===== config.mk =====
export PLATFORM = sky130hd
export DESIGN_NAME = fire_sequencer_flat
export DESIGN_NICKNAME = d
export VERILOG_FILES = /design/src/rtl/fire_sequencer_if.sv /design/src/rtl/fire_sequencer.sv /design/src/flat_wrapper.sv
export SDC_FILE = /design/constraint.sdc
export NUM_CORES = 1
export LEC_CHECK = 0
export BUFFER_PORTS_ARGS = -buffer_cell sky130_fd_sc_hd__buf_2
export CORE_ASPECT_RATIO = 0.75
export CORE_MARGIN = 1
export CORE_UTILIZATION = 31
export DETAILED_ROUTE_END_ITERATION = 10
export PLACE_DENSITY = 0.61
export REMOVE_ABC_BUFFERS = 1
export SLEW_MARGIN = 20
export SYNTH_ARGS = -nofsm -noshare
export SYNTH_HDL_FRONTEND = slang
export SYNTH_SLANG_ARGS = --single-unit

===== constraint.sdc =====
create_clock -name clk -period 2.4 [get_ports clk]
set_clock_uncertainty 0.15 [all_clocks]
set_input_delay 0.12 -clock clk [delete_from_list [all_inputs] [get_ports clk]]
set_output_delay 0.12 -clock clk [all_outputs]
set_load 0.05 [all_outputs]

===== src/rtl/fire_sequencer_if.sv =====
// Trigger/ammo request bundle and fire/reload status outputs between the
// control source (master) and fire_sequencer (slave).
interface fire_sequencer_if;
    logic       trigger;
    logic       reload_req;
    logic [3:0] mode_selector;
    logic [8:0] ammo_level;
    logic [8:0] fire_rate;
    logic [2:0] burst_len;
    logic       fire;
    logic       loading;
    logic       busy;
    logic       error;
    logic [7:0] shot_count;

    modport master (
        output trigger, reload_req, mode_selector, ammo_level, fire_rate, burst_len,
        input  fire, loading, busy, error, shot_count
    );

    modport slave (
        input  trigger, reload_req, mode_selector, ammo_level, fire_rate, burst_len,
        output fire, loading, busy, error, shot_count
    );
endinterface


===== src/rtl/fire_sequencer.sv =====
// Trigger-to-fire sequencer: spaced single/burst shots, cooldown, timed reload.
// Define FIRE_SEQ_AUTO_RELOAD_EN to enter RELOAD automatically when ammo runs short.
//
// state    | meaning
// ---------+--------------------------------------------------------
// IDLE     | waiting for reload_req or a legal trigger
// FIRE     | single cycle, fire pulse out
// COOLDOWN | timer counts down COOLDOWN_CYCLES before the next shot
// RELOAD   | loading high for RELOAD_CYCLES cycles
module fire_sequencer #(
    parameter int unsigned COOLDOWN_CYCLES = 4,
    parameter int unsigned RELOAD_CYCLES   = 16,
    parameter logic [3:0]  ATTACK_MODE     = 4'b0010
) (
    input  logic               clk,
    input  logic               rst,
    fire_sequencer_if.slave    bus
);
    typedef enum logic [1:0] {IDLE, FIRE, COOLDOWN, RELOAD} state_t;

    localparam logic [7:0] COOL_LOAD   = 8'(COOLDOWN_CYCLES);
    localparam logic [7:0] RELOAD_LOAD = 8'(RELOAD_CYCLES);

    state_t     state, state_next;
    logic [7:0] timer, timer_next;
    logic [2:0] shots, shots_next;
    logic [7:0] count, count_next;
    logic       error_next;
    logic       fire_q, loading_q, busy_q, error_q;
    logic       ammo_ok, mode_ok, timer_tc;

    assign ammo_ok  = (bus.ammo_level != 9'd0) && (bus.ammo_level >= bus.fire_rate);
    assign mode_ok  = (bus.mode_selector == ATTACK_MODE);
    assign timer_tc = (timer <= 8'd1);

    always_ff @(posedge clk or posedge rst) begin
        if (rst) begin
            state     <= IDLE;
            timer     <= 8'd0;
            shots     <= 3'd0;
            count     <= 8'd0;
            fire_q    <= 1'b0;
            loading_q <= 1'b0;
            busy_q    <= 1'b0;
            error_q   <= 1'b0;
        end else begin
            state     <= state_next;
            timer     <= timer_next;
            shots     <= shots_next;
            count     <= count_next;
            fire_q    <= (state_next == FIRE);
            loading_q <= (state_next == RELOAD);
            busy_q    <= (state_next != IDLE);
            error_q   <= error_next;
        end
    end

    always_comb begin
        state_next = state;
        timer_next = timer;
        shots_next = shots;
        count_next = count;
        error_next = 1'b0;
        case (state)
            IDLE: begin
                if (bus.reload_req) begin
                    state_next = RELOAD;
                    timer_next = RELOAD_LOAD;
                end else if (bus.trigger && mode_ok && ammo_ok) begin
                    state_next = FIRE;
                    shots_next = (bus.burst_len == 3'd0) ? 3'd1 : bus.burst_len;
                end else if (bus.trigger) begin
                    error_next = 1'b1;
                end
            end
            FIRE: begin
                shots_next = shots - 3'd1;
                timer_next = COOL_LOAD;
                state_next = COOLDOWN;
            end
            COOLDOWN: begin
                if (timer_tc) begin
                    timer_next = 8'd0;
                    if ((shots != 3'd0) && mode_ok && ammo_ok) begin
                        state_next = FIRE;
                    end else begin
                        // leftover burst shots are dropped without an error
                        shots_next = 3'd0;
`ifdef FIRE_SEQ_AUTO_RELOAD_EN
                        if (!ammo_ok) begin
                            state_next = RELOAD;
                            timer_next = RELOAD_LOAD;
                        end else begin
                            state_next = IDLE;
                        end
`else
                        state_next = IDLE;
`endif
                    end
                end else begin
                    timer_next = timer - 8'd1;
                end
            end
            RELOAD: begin
                error_next = bus.trigger;
                if (timer_tc) begin
                    timer_next = 8'd0;
                    state_next = IDLE;
                end else begin
                    timer_next = timer - 8'd1;
                end
            end
            default: begin
                state_next = IDLE;
            end
        endcase
        if ((state_next == FIRE) && (count != 8'hFF)) begin
            count_next = count + 8'd1;
        end
    end

    assign bus.fire       = fire_q;
    assign bus.loading    = loading_q;
    assign bus.busy       = busy_q;
    assign bus.error      = error_q;
    assign bus.shot_count = count;
endmodule


===== src/flat_wrapper.sv =====
// flat-port wrapper written by rule: the top's interface ports become plain ports
module fire_sequencer_flat 
#(
    parameter int unsigned COOLDOWN_CYCLES = 4,
    parameter int unsigned RELOAD_CYCLES   = 16,
    parameter logic [3:0]  ATTACK_MODE     = 4'b0010
)
  (clk, rst, bus_trigger, bus_reload_req, bus_mode_selector, bus_ammo_level, bus_fire_rate, bus_burst_len, bus_fire, bus_loading, bus_busy, bus_error, bus_shot_count);
  fire_sequencer_if bus_i ();
  input  logic clk;
  input  logic rst;
  input wire logic [$bits(bus_i.trigger)-1:0] bus_trigger;
  input wire logic [$bits(bus_i.reload_req)-1:0] bus_reload_req;
  input wire logic [$bits(bus_i.mode_selector)-1:0] bus_mode_selector;
  input wire logic [$bits(bus_i.ammo_level)-1:0] bus_ammo_level;
  input wire logic [$bits(bus_i.fire_rate)-1:0] bus_fire_rate;
  input wire logic [$bits(bus_i.burst_len)-1:0] bus_burst_len;
  output wire logic [$bits(bus_i.fire)-1:0] bus_fire;
  output wire logic [$bits(bus_i.loading)-1:0] bus_loading;
  output wire logic [$bits(bus_i.busy)-1:0] bus_busy;
  output wire logic [$bits(bus_i.error)-1:0] bus_error;
  output wire logic [$bits(bus_i.shot_count)-1:0] bus_shot_count;
  assign bus_i.trigger = bus_trigger;
  assign bus_i.reload_req = bus_reload_req;
  assign bus_i.mode_selector = bus_mode_selector;
  assign bus_i.ammo_level = bus_ammo_level;
  assign bus_i.fire_rate = bus_fire_rate;
  assign bus_i.burst_len = bus_burst_len;
  assign bus_fire = bus_i.fire;
  assign bus_loading = bus_i.loading;
  assign bus_busy = bus_i.busy;
  assign bus_error = bus_i.error;
  assign bus_shot_count = bus_i.shot_count;
  fire_sequencer #(.COOLDOWN_CYCLES(COOLDOWN_CYCLES), .RELOAD_CYCLES(RELOAD_CYCLES), .ATTACK_MODE(ATTACK_MODE)) u_core (.clk(clk), .rst(rst), .bus(bus_i));
endmodule

==> results.py <==
metrics = {
    "clocking": {
        "cts.sinks": 25,
        "root_buffer": "clkbuf_8",
        "clock_latency_ns": 0.27,
        "path_clk_slew_ns": 0.09,
        "cts_max_level": 1,
        "cts_buffers": 3,
        "cts_tree": "built",
        "cts_buffer_depth": 2,
    },
    "routing": {
        "vias": 1611,
        "top_layer": "met4",
        "wire_per_inst_um": 11.80,
        "wirelength_um": 3906,
        "drc": 0,
        "dr_wl_met3_um": 142,
        "wl_met2_um": 1692,
        "vias_per_cell": 4.867,
        "drtIter0Drc": 82,
        "first_pass_iters": 4,
        "met1_length_um": 2051,
        "postRouteAntennaNets": 0,
    },
    "logic_synthesis": {
        "yosysSeqAreaShare_pct": 34.97,
        "synth_top_flop_cell": "dfrtp_1",
        "ys_ff_latch": 25,
        "async_flop_share_pct": 100.0,
        "yosys_warnings": 0,
        "synth_cell_types": 49,
        "synth_area_um2": 1789,
        "netlist_instances": 196,
        "synth_edf_count": 0,
        "syn_avg_cell_area_um2": 9.129,
    },
    "placed_design": {
        "pre_cts_slack_ns": 0.03415,
        "hpwl_um": 2983,
        "place.gp.congestion": 0.8130,
        "port_buffers": 40,
    },
    "die": {
        "start_util_pct": 32.90,
        "chipWidth_um": 89.73,
        "placementRows": 23,
        "core_um2": 5439,
        "die_area_um2": 6083,
        "io_pins": 41,
        "die_h_um": 67.80,
    },
    "sta": {
        "maxSlewViolCount": 0,
        "hold_violations": 0,
        "max_freq_ghz": 0.4299,
        "whs_ns": 0.002645,
        "worst_slack_ns": 0.07372,
        "worst_pin_slew_ns": 0.4323,
        "relSlewSlack_pct": 70.87,
        "timing.final.crit_share_pct": 96.93,
        "finalSetupViolCount": 0,
        "fin_setup_tns_ns": 0,
        "period_minus_slack_ns": 2.326,
    },
    "global_routing": {
        "grt_pass1_wl_um": 6837,
        "grt_pass1_vias": 1478,
        "grt_max_degree": 26,
        "grt_usage_pct": 13.95,
        "overflow": 0,
        "antenna_found_initial": 0,
    },
    "finish": {
        "insertedDiodeCount": 0,
        "layout_commonest_cell": "buf_2",
        "final_nets": 304,
        "mostFrequentLayoutCells": "40 x buf_2, 24 x dfrtp_1, 21 x inv_1, 17 x ha_1, 16 x nor2_1",
        "area_growth_pct": 28.11,
        "drive_gt1_share_pct": 31.25,
        "utilization_pct": 42.14,
    },
    "hold_path": {
        "hold_path_class": "in -> reg",
        "hp-start": "bus_burst_len[1]",
    },
    "critical_path": {
        "critPathRequiredTime_ns": 2.41,
        "setup.worst_path.class": "reg -> reg",
        "startpoint_type": "flop",
        "worstPathArrival_ns": 2.34,
        "cp_max_fo": 7,
        "end_kind": "flop",
        "rr_startpoint": "u_core.timer[4]$_DFFE_PP0P_",
        "setup.worst_path.start": "u_core.timer[4]$_DFFE_PP0P_",
    },
    "outcome": {
        "status": "finished clean",
    },
    "power_and_ir_drop": {
        "vdd_drop_max_v": 0.0004775,
        "powerDensity_nw_per_um2": 1055,
        "power.leakage_nw": 1.110,
        "power_mw": 2.418,
    },
    "job": {
        "maxCapViolCount": 0,
    },
}
## report_power, final
group | total [mW] | internal, mW | leakage, nW | switching, mW
logic | 1.46 | 0.637 | 0.765 | 0.821
registers | 0.703 | 0.554 | 0.319 | 0.149
clock network | 0.258 | 0.116 | 0.0255 | 0.141
total | 2.42 | 1.31 | 1.11 | 1.11
## timing repair
item,CTS,global route
endpoints found under the setup margin,0,7
buffers inserted,0,6
resized for setup,0,8
hold buffers,3,0
hold endpoints to repair,27,0
## worst max-delay path: stages, from the launching register on
cell and delay, ns:
dfrtp_1 0.47, nor3_4 0.29, nand3_4 0.12, or3_4 0.42, a31oi_4 0.32, nand3_4 0.12, mux2_4 0.32
## final cells by class
class / count / area (um2)
fillers: 542 / 3147
multi-input cells: 145 / 1092
flip-flops and latches: 25 / 626.9
repair buffers: 58 / 342.8
well taps: 75 / 93.84
inverters: 24 / 90.09
clock buffers: 3 / 41.29
clock inverters: 1 / 5.005
## per-stage QoR
stage	area, um2	cells
5_1_grt	2292	331
6_report	2292	331
2_1_floorplan	1782	194
4_1_cts	2220	325
3_5_place_dp	2143	318
3_3_place_gp	2143	318
## per-layer routing
metal	GRT usage, %	vias up
met4	2.869	0
met3	2.815	5
met5	0	-
met1	19.33	766
li1	-	814
met2	22.69	26
## path summary, 6_finish.rpt
path	cells past startpoint	slack [ns]	end
min	3	0.003	u_core.shots[1]$_DFFE_PP0P_
max reg2reg	6	0.07	u_core.bus.shot_count[1]$_DFFE_PP0P_
min reg2reg	1	0.35	u_core.bus.shot_count[6]$_DFFE_PP0P_
max	6	0.07	u_core.bus.shot_count[1]$_DFFE_PP0P_
min in group asynchronous	4	0.28	u_core.timer[5]$_DFFE_PP0P_
max in group asynchronous	4	1.56	u_core.timer[6]$_DFFE_PP0P_
## cell families after synthesis
family / synth area share (%)
buf+inv: 5.454
simple gates: 23.36
fa+ha+maj: 12.59
compound gates: 17.13
xor+xnor: 3.916
mux: 2.587
flops: 34.97
## registers in the layout, summed over array words and instances (netlist names)
name                   count
u_core.bus.busy            1
u_core.shots               3
u_core.bus.shot_count      8
u_core.timer               8
u_core.bus.error           1
u_core.bus.fire            1
u_core.state               2
u_core.bus.loading         1
## Yosys cell counts (all sizes together), types with 2 or more instances
cell type / n / area [um2]
mux2i: 2 / 20.02
inv: 24 / 90.08
or2: 2 / 12.52
o41ai: 2 / 25.03
o21ai: 17 / 85.08
nand3: 10 / 67.57
nor3b: 2 / 15.01
clkbuf: 2 / 7.510
ha: 18 / 225.2
a21oi: 9 / 45.04
and3: 3 / 20.02
nor3: 7 / 57.55
mux2: 2 / 26.27
nand2b: 4 / 25.02
o31a: 2 / 18.77
nand4: 7 / 43.79
nor2: 16 / 60.06
a31oi: 2 / 27.53
dfrtp: 25 / 625.6
xnor2: 8 / 70.07
nor2b: 2 / 12.51
nand2: 14 / 52.55
Power figures use the tool's default switching activity.
